===== config.mk =====
export PLATFORM = sky130hd
export DESIGN_NAME = remote_comm
export DESIGN_NICKNAME = d
export VERILOG_FILES = /design/src/rtl/cmd_pkg.sv /design/src/rtl/uart_tx.sv /design/src/rtl/remote_comm.sv
export SDC_FILE = /design/constraint.sdc
export NUM_CORES = 1
export LEC_CHECK = 0
export CORE_ASPECT_RATIO = 2
export CORE_UTILIZATION = 40
export CTS_CLUSTER_DIAMETER = 50
export DETAILED_ROUTE_END_ITERATION = 16
export PLACE_DENSITY = 0.63
export SLEW_MARGIN = 20
export SYNTH_ARGS = -nofsm -noshare
export SYNTH_HDL_FRONTEND = slang
export SYNTH_HIERARCHICAL = 1
export SYNTH_SLANG_ARGS = --single-unit

===== constraint.sdc =====
create_clock -name clk -period 4.6 [get_ports clk]
set_input_delay 0.69 -clock clk [delete_from_list [all_inputs] [get_ports clk]]
set_output_delay 0.69 -clock clk [all_outputs]
set_load 0.02 [all_outputs]

===== src/rtl/cmd_pkg.sv =====
// Shared definitions for the command link: default baud divider, 2-bit command
// field encodings, and the transmitter FSM state type.
package cmd_pkg;

    localparam int BAUD_DIV_DFLT = 2604;

    localparam logic [1:0] STOP   = 2'b00;
    localparam logic [1:0] VEER_R = 2'b01;
    localparam logic [1:0] VEER_L = 2'b10;
    localparam logic [1:0] TURN   = 2'b11;

    typedef enum logic [1:0] {IDLE, HIGH, LOW} rc_state_t;

endpackage


===== src/rtl/uart_tx.sv =====
// 8N1 UART byte transmitter: start bit, 8 data bits LSB first, stop bit.
// tx_done pulses in the last cycle of the stop bit; a trmt in that cycle chains the next byte.
module uart_tx #(
    parameter int BAUD_DIV = 2604
) (
    input  logic       clk,
    input  logic       rst_n,
    input  logic       trmt,
    input  logic [7:0] tx_data,
    output logic       TX,
    output logic       tx_done
);

    localparam int CNT_W = (BAUD_DIV > 1) ? $clog2(BAUD_DIV) : 1;
    localparam logic [CNT_W-1:0] BAUD_LAST = CNT_W'(BAUD_DIV - 1);

    logic [9:0]       shift_reg;
    logic [CNT_W-1:0] baud_cnt;
    logic [3:0]       bit_cnt;
    logic             sending;
    logic             bit_end;

    assign bit_end = sending && (baud_cnt == BAUD_LAST);
    assign tx_done = bit_end && (bit_cnt == 4'd9);
    // Ones are shifted in behind the frame, so the line rests high once the stop bit is out.
    assign TX      = shift_reg[0];

    always_ff @(posedge clk or negedge rst_n) begin
        if (!rst_n) begin
            shift_reg <= '1;
            baud_cnt  <= '0;
            bit_cnt   <= '0;
            sending   <= 1'b0;
        end else if (trmt) begin
            shift_reg <= {1'b1, tx_data, 1'b0};
            baud_cnt  <= '0;
            bit_cnt   <= '0;
            sending   <= 1'b1;
        end else if (tx_done) begin
            baud_cnt  <= '0;
            bit_cnt   <= '0;
            sending   <= 1'b0;
        end else if (bit_end) begin
            shift_reg <= {1'b1, shift_reg[9:1]};
            baud_cnt  <= '0;
            bit_cnt   <= bit_cnt + 4'd1;
        end else if (sending) begin
            baud_cnt  <= baud_cnt + CNT_W'(1);
        end
    end

endmodule


===== src/rtl/remote_comm.sv =====
// Host-side command transmitter: sends a 16-bit command as two back-to-back UART
// frames (high byte first) and holds cmd_sent until the next accepted request.
module remote_comm
    import cmd_pkg::*;
#(
    parameter int BAUD_DIV = BAUD_DIV_DFLT
) (
    input  logic        clk,
    input  logic        rst_n,
    input  logic [15:0] cmd,
    input  logic        snd_cmd,
    output logic        TX,
    output logic        busy,
    output logic        cmd_sent
);

    rc_state_t  state;
    logic [7:0] cmd_reg;
    logic       accept;
    logic       trmt;
    logic       tx_done;
    logic [7:0] tx_data;

    // The high byte leaves straight from the input at acceptance; only the low byte is held.
    always_comb begin
        accept  = snd_cmd && (state == IDLE);
        trmt    = accept || ((state == HIGH) && tx_done);
        tx_data = accept ? cmd[15:8] : cmd_reg;
    end

    uart_tx #(
        .BAUD_DIV (BAUD_DIV)
    ) u_uart_tx (
        .clk      (clk),
        .rst_n    (rst_n),
        .trmt     (trmt),
        .tx_data  (tx_data),
        .TX       (TX),
        .tx_done  (tx_done)
    );

    always_ff @(posedge clk or negedge rst_n) begin
        if (!rst_n) begin
            state    <= IDLE;
            cmd_reg  <= '0;
            busy     <= 1'b0;
            cmd_sent <= 1'b0;
        end else begin
            case (state)
                IDLE: begin
                    if (snd_cmd) begin
                        cmd_reg  <= cmd[7:0];
                        cmd_sent <= 1'b0;
                        busy     <= 1'b1;
                        state    <= HIGH;
                    end
                end
                HIGH: begin
                    if (tx_done) state <= LOW;
                end
                LOW: begin
                    if (tx_done) begin
                        busy     <= 1'b0;
                        cmd_sent <= 1'b1;
                        state    <= IDLE;
                    end
                end
                default: state <= IDLE;
            endcase
        end
    end

endmodule

==> metrics.log, run 1 <==
[metrics] outcome: finished, final reports clean
[metrics] end of the worst register-to-register path: u_uart_tx/baud_cnt[7]
[metrics] die width: just over 50 um
[metrics] Core ar.: slightly below 5000 um2
[metrics] capturing element of the worst setup path: u_uart_tx/baud_cnt[7]
[metrics] Tcrit/Tclk final: 57.5%
[metrics] worst endpoint data arrival time: 2.82 ns
[metrics] measured slew at the worst slew-check pin: approximately 0.85 ns
[metrics] primary flip-flop cell chosen by synthesis mapping: sky130_fd_sc_hd__dfrtp_1
[metrics] Resize count post-CTS: 0
[metrics] master cell of the clock root buffer: sky130_fd_sc_hd__clkbuf_8
[metrics] CTS clock-pin slew for the worst setup and hold paths: ~0.07 ns
[metrics] classification of the worst setup path: reg -> reg
[metrics] Max-Cap Viols: 0
[metrics] die height: slightly above 100 um
[metrics] number of antenna violations at the first check in global routing: 0
[metrics] Area contributors post-synth: sky130_fd_sc_hd__dfrtp_1 36%, sky130_fd_sc_hd__dfstp_2 12%, sky130_fd_sc_hd__mux2_4 7.5%
[metrics] clock insertion delay at the later pin of the skew report: ~0.29 ns
[metrics] vias in the first global route: 1426
[metrics] async set-reset flop share out of synthesis: 100%
[metrics] Max Fanout on Critical Path: 30
[metrics] wire length reported by the detailed router: between 3000 and 4000 um
[metrics] setup violation total in the final timing report: 0
[metrics] logic depth of the worst register-to-register path: 10
[metrics] number of inserted diodes: 0
[metrics] clock net sink count: 38
[metrics] cell count after synthesis: approximately 180
[metrics] cell taking the most area after synthesis: sky130_fd_sc_hd__dfrtp_1
[metrics] total count of hold-check failures in the final report: 0
[metrics] synthesized netlist net count: around 210
[metrics] post-CTS setup buffers: 0
[metrics] initial DRC count: 43
[metrics] min Tclk post-route: ~2.6 ns
[metrics] GR Overflow Total: 0
[metrics] final slew viol count: 0
[metrics] Final HPWL DP: ~2600 um
[metrics] fin nets: around 230
[metrics] Synth top cells by count: 29 x sky130_fd_sc_hd__dfrtp_1, 19 x sky130_fd_sc_hd__nand2_1, 19 x sky130_fd_sc_hd__nor2_1, 12 x sky130_fd_sc_hd__o21ai_0, 11 x sky130_fd_sc_hd__a21oi_1
[metrics] Pre-Repair DR Iteration Count: 4
[metrics] Worst EP required: 4.77 ns
[metrics] # fillers: 430
[metrics] number of warnings reported in the yosys synthesis log: 6
[metrics] first-pass GRT wire length: ~6300 um
[metrics] detailed-route wire length per cell: 13.5 um
[metrics] proportion of synthesized chip area in sequential cells: between 40 and 50%
[metrics] total power density per cell area: around 350 nW/um2
[metrics] Final WS setup: 1.95 ns
[metrics] Avg Cell Area, Syn: roughly 11 um2
[metrics] unrepaired setup endpoints after global routing: no
[metrics] RePlAce Congestion: 0.850
[metrics] number of flip-flops and latches in the synthesized netlist: 38
[metrics] max reg flops: 12
[metrics] Finished Core Util: around 48%
[metrics] critical register-to-register path startpoint: u_uart_tx/baud_cnt[7]
[metrics] HP Class: in -> async
[metrics] number of hold-repair buffers added at the cts stage: 0
[metrics] ratio of cells with drive above 1 in the final layout: roughly a fifth
[metrics] dpl ws: just under 2 ns
[metrics] Post-synth EDFFs: 0
[metrics] TNS Setup: 0 ns
[metrics] total non-filler cell area in the finished layout: between 2000 and 2500 um2
[metrics] Num CTS Buffers: 5
[metrics] kind of capture point of the worst setup path: register
[metrics] worst setup path startpoint: u_uart_tx/baud_cnt[7]
[metrics] count of input and output buffers: 21
[metrics] Leak: about 0.00099 uW
[metrics] Via Count: 1400
[metrics] Syn Std Cell Area: ~2000 um2
[metrics] clock skew: 0.00828 ns
[metrics] reg-to-reg slack, setup: slightly below 2 ns
[metrics] Max clock buf depth: 2
[metrics] most frequent cell after synthesis: sky130_fd_sc_hd__dfrtp_1
[metrics] headroom to the max-slew limit: 43.4%
[metrics] I/O Pins: 22
[metrics] maximum VDD drop: just over 0.2 mV
[metrics] deepest level of the CTS H-tree: 2
[metrics] area fraction of the dominant cell type after synthesis: a little over a third
[metrics] TritonCTS clock tree: done
[metrics] DRC violations left: 0
[metrics] number of antenna-violating nets in the routed design: 0
[metrics] relative area change from synthesis to final layout: 16.2%
[metrics] kind of start point of the critical path: register
[metrics] GRT Resource Usage Total: ~16%
[metrics] Vias per Instance: around 5.3
[metrics] Cell Rows: 36
[metrics] number of distinct standard cells referenced by the synthesized netlist: 39
[metrics] die area: 5300 um2
[metrics] initial standard-cell utilization of the core: ~41%
[metrics] pin count of the biggest net entering global routing: 39
[metrics] highest clock rate: about 0.38 GHz
[metrics] post-detailed-placement cell area: between 2000 and 2500 um2
[placed cells by master (no fill, tap or decap), drive strengths merged, types with 3 or more instances in the layout]
master and n:
inv 6, o21ai 12, mux2i 9, nor3 3, ha 3, a21oi 11, dfrtp 29, nor2 20
mux2 16, clkdlybuf4s50 20, xnor2 6, nand4 3, nand3 7, clkbuf 8, dfstp 9, nand2 19
nand3b 6
[power breakdown]
part	total (uW)	internal (uW)	switching [uW]
Sequential	443	390	52.5
Combinational	136	78.6	57.5
Clock	231	122	109
Total	810	591	219
[metrics by stage]
step	power [uW]	instances	hold slack, ns
after detailed placement	586	256	0.496
after global placement	582	256	0.490
after CTS	825	264	0.512
final	810	264	0.503
after global routing	862	264	0.523
after floorplan	534	184	0.394
[worst max-delay path, cell delays in order, from the launching register on]
cell and delay [ns]:
sky130_fd_sc_hd__dfrtp_1 0.45, sky130_fd_sc_hd__nor4b_4 0.38, sky130_fd_sc_hd__nand3_2 0.27, sky130_fd_sc_hd__nor2_1 0.28, sky130_fd_sc_hd__nand2_1 0.14, sky130_fd_sc_hd__a21oi_2 0.14
sky130_fd_sc_hd__buf_4 0.28, sky130_fd_sc_hd__o2111ai_1 0.23, sky130_fd_sc_hd__nor2_1 0.17, sky130_fd_sc_hd__xnor2_1 0.13, sky130_fd_sc_hd__nor2_1 0.06
[area by class of cell]
| cell class | instances | area [um2] | share of cell area (%) |
|---|---|---|---|
| sequential | 38 | 962 | 41.5 |
| multi-input combinational | 133 | 962 | 41.5 |
| timing repair buffer | 22 | 213 | 9.16 |
| clock buffer | 8 | 90.1 | 3.88 |
| tap | 57 | 71.3 | 3.07 |
| inverter | 6 | 22.5 | 0.970 |
[cell families after synthesis]
| group | after synthesis | synth area share, % |
|---|---|---|
| buffers and inverters | 13 | 3.88 |
| and+or+nand+nor | 68 | 19.2 |
| xor gates and xnor gates | 8 | 3.51 |
| muxes | 25 | 15.4 |
| DFF | 38 | 48.2 |
| AOI/OAI and AO/OA | 29 | 8.02 |
| adders and majority gates | 3 | 1.88 |
[per-layer routing]
| layer | global-route usage [%] | part of all wire (%) | routed length (um) |
|---|---|---|---|
| met1 | 16.3 | 36 | 1300 |
| met2 | 28.7 | 56 | 2000 |
| met3 | 3.57 | 2.5 | 90 |
| met4 | 12.1 | 4.8 | 172 |
| met5 | 0 | 0 | 0 |
[worst min-delay path by stage]
stage | slack (ns) | to | start | depth (start not counted)
floorplan | 0.39 | busy | rst_n | 0
global placement | 0.49 | cmd_reg[7] | cmd_reg[7] | 1
detailed placement | 0.50 | cmd_reg[7] | cmd_reg[7] | 1
CTS | 0.51 | cmd_reg[7] | cmd_reg[7] | 1
global route | 0.52 | cmd_reg[5] | cmd_reg[5] | 1
finish | 0.50 | u_uart_tx/bit_cnt[1] | rst_n | 1
Note: power is estimated with default switching activity, not from simulation.
==> run 2, diff against run 1 <==
==> constraint.sdc (replaced) <==
create_clock -name clk -period 2.65 [get_ports clk]
set_input_delay 0.3975 -clock clk [delete_from_list [all_inputs] [get_ports clk]]
set_output_delay 0.3975 -clock clk [all_outputs]
set_load 0.02 [all_outputs]
==> run 2 against run 1 <==
Against the previous run: sequential cell count unchanged; clock-buffer cell count decreased by 2; non-clock buffer count increased by 2; core utilization increased by 0.42 points; routed wire length increased by 1.2%; global-route usage decreased by 0.74 points; cell area increased by 0.86%; sequential power increased by 72%; clock skew increased by 0.0015 ns; first-iteration DRC count decreased by 72%.
==> metrics.log, run 2 (synthesis results as in run 1) <==
[metrics] outcome: finished, final reports clean
[metrics] final hold slack: 0.209 ns (-0.294 ns)
[metrics] worst setup path startpoint: u_uart_tx/baud_cnt[0]
[metrics] kind of capture point of the worst setup path: register
[metrics] post-detailed-placement cell area: 2250 um2 (+0.67%)
[metrics] wire length reported by the detailed router: 3600 um (+1.2%)
[metrics] number of antenna violations at the first check in global routing: 0 (unchanged)
[metrics] GRT Resource Usage Total: 15.7% (-0.74 points)
[metrics] headroom to the max-slew limit: 43.6% (+0.21 points)
[metrics] total non-filler cell area in the finished layout: 2340 um2 (+0.86%)
[metrics] net switching share of the total power: 27.8% (+0.75 points)
[metrics] reg-to-reg slack, setup: 0.40 ns (-1.56 ns)
[metrics] most frequent standard cell in the layout excluding fill and tap cells: sky130_fd_sc_hd__dfrtp_1
[metrics] min Tclk post-route: 2.25 ns (-0.393 ns)
[metrics] clock insertion delay at the later pin of the skew report: 0.29 ns (about the same)
[metrics] vias in the first global route: 1408 (-1.3%)
[metrics] pin count of the biggest net entering global routing: 39 (unchanged)
[metrics] total count of hold-check failures in the final report: 0 (unchanged)
[metrics] clock network fraction of total power: 29.4% (+0.9 points)
[metrics] Num CTS Buffers: 5 (unchanged)
[metrics] Cell Rows: 36 (unchanged)
[metrics] Max Fanout on Critical Path: 26 (-13%)
[metrics] Max-Cap Viols: 0 (unchanged)
[metrics] Max clock buf depth: 2 (unchanged)
[metrics] Pre-Repair DR Iteration Count: 4 (unchanged)
[metrics] TritonCTS clock tree: done
[metrics] capturing element of the worst setup path: u_uart_tx/baud_cnt[5]
[metrics] die area: 5300 um2 (unchanged)
[metrics] Leak: 0.00100 uW (+1.1%)
[metrics] kind of start point of the critical path: register
[metrics] number of antenna-violating nets in the routed design: 0 (unchanged)
[metrics] Via Count: 1402 (+0.14%)
[metrics] power dissipated by switching net loads: 394 uW (+80%)
[metrics] unrepaired setup endpoints after global routing: no
[metrics] die width: 52.0 um (unchanged)
[metrics] setup violation total in the final timing report: 0 (unchanged)
[metrics] master cell of the clock root buffer: sky130_fd_sc_hd__clkbuf_8
[metrics] Worst EP required: 2.83 ns (-1.94 ns)
[metrics] Resize count post-CTS: 0 (unchanged)
[metrics] Core ar.: 4820 um2 (unchanged)
[metrics] detailed-route wire length per cell: 13.5 um (+0.45%)
[metrics] clock net sink count: 38 (unchanged)
[metrics] ratio of cells with drive above 1 in the final layout: 20.6% (+1.7 points)
[metrics] relative area change from synthesis to final layout: 17.2%
[metrics] CTS clock-pin slew for the worst setup and hold paths: 0.08 ns (about the same)
[metrics] initial standard-cell utilization of the core: 41.5% (unchanged)
[metrics] fin nets: 230 (+0.88%)
[metrics] count of input and output buffers: 21 (unchanged)
[metrics] leading cell types in the layout, fill and taps excluded: 29 x sky130_fd_sc_hd__dfrtp_1, 20 x sky130_fd_sc_hd__clkdlybuf4s50_1, 19 x sky130_fd_sc_hd__nand2_1, 19 x sky130_fd_sc_hd__nor2_1, 12 x sky130_fd_sc_hd__o21ai_0
[metrics] RePlAce Congestion: 0.855 (+0.60%)
[metrics] first-pass GRT wire length: 6080 um (-3.5%)
[metrics] measured slew at the worst slew-check pin: 0.846 ns (-0.00315 ns)
[metrics] I/O Pins: 22 (unchanged)
[metrics] initial DRC count: 12 (-72%)
[metrics] deepest level of the CTS H-tree: 2 (unchanged)
[metrics] clock skew: 0.00977 ns (+0.00150 ns)
[metrics] number of hold-repair buffers added at the cts stage: 0 (unchanged)
[metrics] logic depth of the worst register-to-register path: 9 (-1)
[metrics] Finished Core Util: 48.6% (+0.42 points)
[metrics] total power density per cell area: 605 nW/um2 (+73%)
[metrics] worst endpoint data arrival time: 2.43 ns (-0.39 ns)
[metrics] sequential cell fraction of total power: 53.9% (-0.8 points)
[metrics] Tcrit/Tclk final: 85.0% (+28 points)
[metrics] classification of the worst setup path: reg -> reg
[metrics] critical register-to-register path startpoint: u_uart_tx/baud_cnt[0]
[metrics] internal power: 1020 uW (+73%)
[metrics] max reg flops: 12 (unchanged)
[metrics] post-CTS setup buffers: 0 (unchanged)
[metrics] number of inserted diodes: 0 (unchanged)
[metrics] GR Overflow Total: 0 (unchanged)
[metrics] HP Class: in -> async
[metrics] maximum VDD drop: 0.481 mV (+130%)
[metrics] Final HPWL DP: 2620 um (about the same)
[metrics] DRC violations left: 0 (unchanged)
[metrics] combinational share of power: 16.7% (about the same)
[metrics] Vias per Instance: 5.27 (-0.61%)
[metrics] final slew viol count: 0 (unchanged)
[metrics] TNS Setup: 0 ns (unchanged)
[metrics] end of the worst register-to-register path: u_uart_tx/baud_cnt[5]
[metrics] highest clock rate: 0.444 GHz (+17%)
[metrics] die height: 102 um (unchanged)
[run 2: changes by cell type in the layout (fill, tap and decap cells not counted)]
| cell | delta |
|---|---|
| sky130_fd_sc_hd__clkbuf_1 | -2 |
| sky130_fd_sc_hd__clkinv_2 | +1 |
| sky130_fd_sc_hd__clkinvlp_4 | +1 |
| sky130_fd_sc_hd__buf_4 | +2 |
[run 2: area by class of cell]
cell class                      count  area (um2)
Fill cell                         439        2480
Timing Repair Buffer               24         228
Multi-Input combinational cell    133         962
Clock buffer                        6        82.6
Inverter                            6        22.5
Clock inverter                      2        12.5
Tap cell                           57        71.3
Sequential cell                    38         962
[run 2: worst min path at each step]
| stage | from | to | cells after the start |
|---|---|---|---|
| floorplan | rst_n | busy | 0 |
| global placement | cmd_reg[4] | cmd_reg[4] | 1 |
| detailed placement | cmd_reg[6] | cmd_reg[6] | 1 |
| CTS | rst_n | u_uart_tx/baud_cnt[11] | 1 |
| global route | rst_n | u_uart_tx/baud_cnt[11] | 1 |
| finish | rst_n | u_uart_tx/sending | 1 |
[run 2: power by group through the flow]
stage	Sequential, uW	Clock [uW]	Combinational, uW
6_report	764	417	236
5_1_grt	778	451	268
4_1_cts	764	433	239
3_5_place_dp	774	0	237
3_3_place_gp	771	0	234
2_1_floorplan	751	0	176
[run 2: metal layers]
layer,share of wire [%],global-route usage [%],vias to the layer above
met3,2.4,2.68,12
li1,-,-,684
met5,0,0,-
met4,3.5,10.6,0
met1,38,16.2,672
met2,56,27.6,34
[run 2: worst max-delay path: stages, from the launching register on]
cell and delay (ns):
sky130_fd_sc_hd__dfrtp_1 0.42, sky130_fd_sc_hd__ha_1 0.21, sky130_fd_sc_hd__and4b_1 0.25, sky130_fd_sc_hd__nand3_2 0.09, sky130_fd_sc_hd__nor2_1 0.15, sky130_fd_sc_hd__nand2_1 0.11, sky130_fd_sc_hd__a21oi_2 0.26, sky130_fd_sc_hd__buf_4 0.30
sky130_fd_sc_hd__or2b_1 0.27, sky130_fd_sc_hd__nor2_1 0.08
[run 2: through the flow]
| stage | total power [uW] | instances | setup WS, ns |
|---|---|---|---|
| floorplan | 927 | 184 | 0.428 |
| global placement | 1000 | 258 | 0.473 |
| detailed placement | 1010 | 258 | 0.410 |
| CTS | 1440 | 266 | 0.386 |
| global route | 1500 | 266 | 0.146 |
| finish | 1420 | 266 | 0.397 |
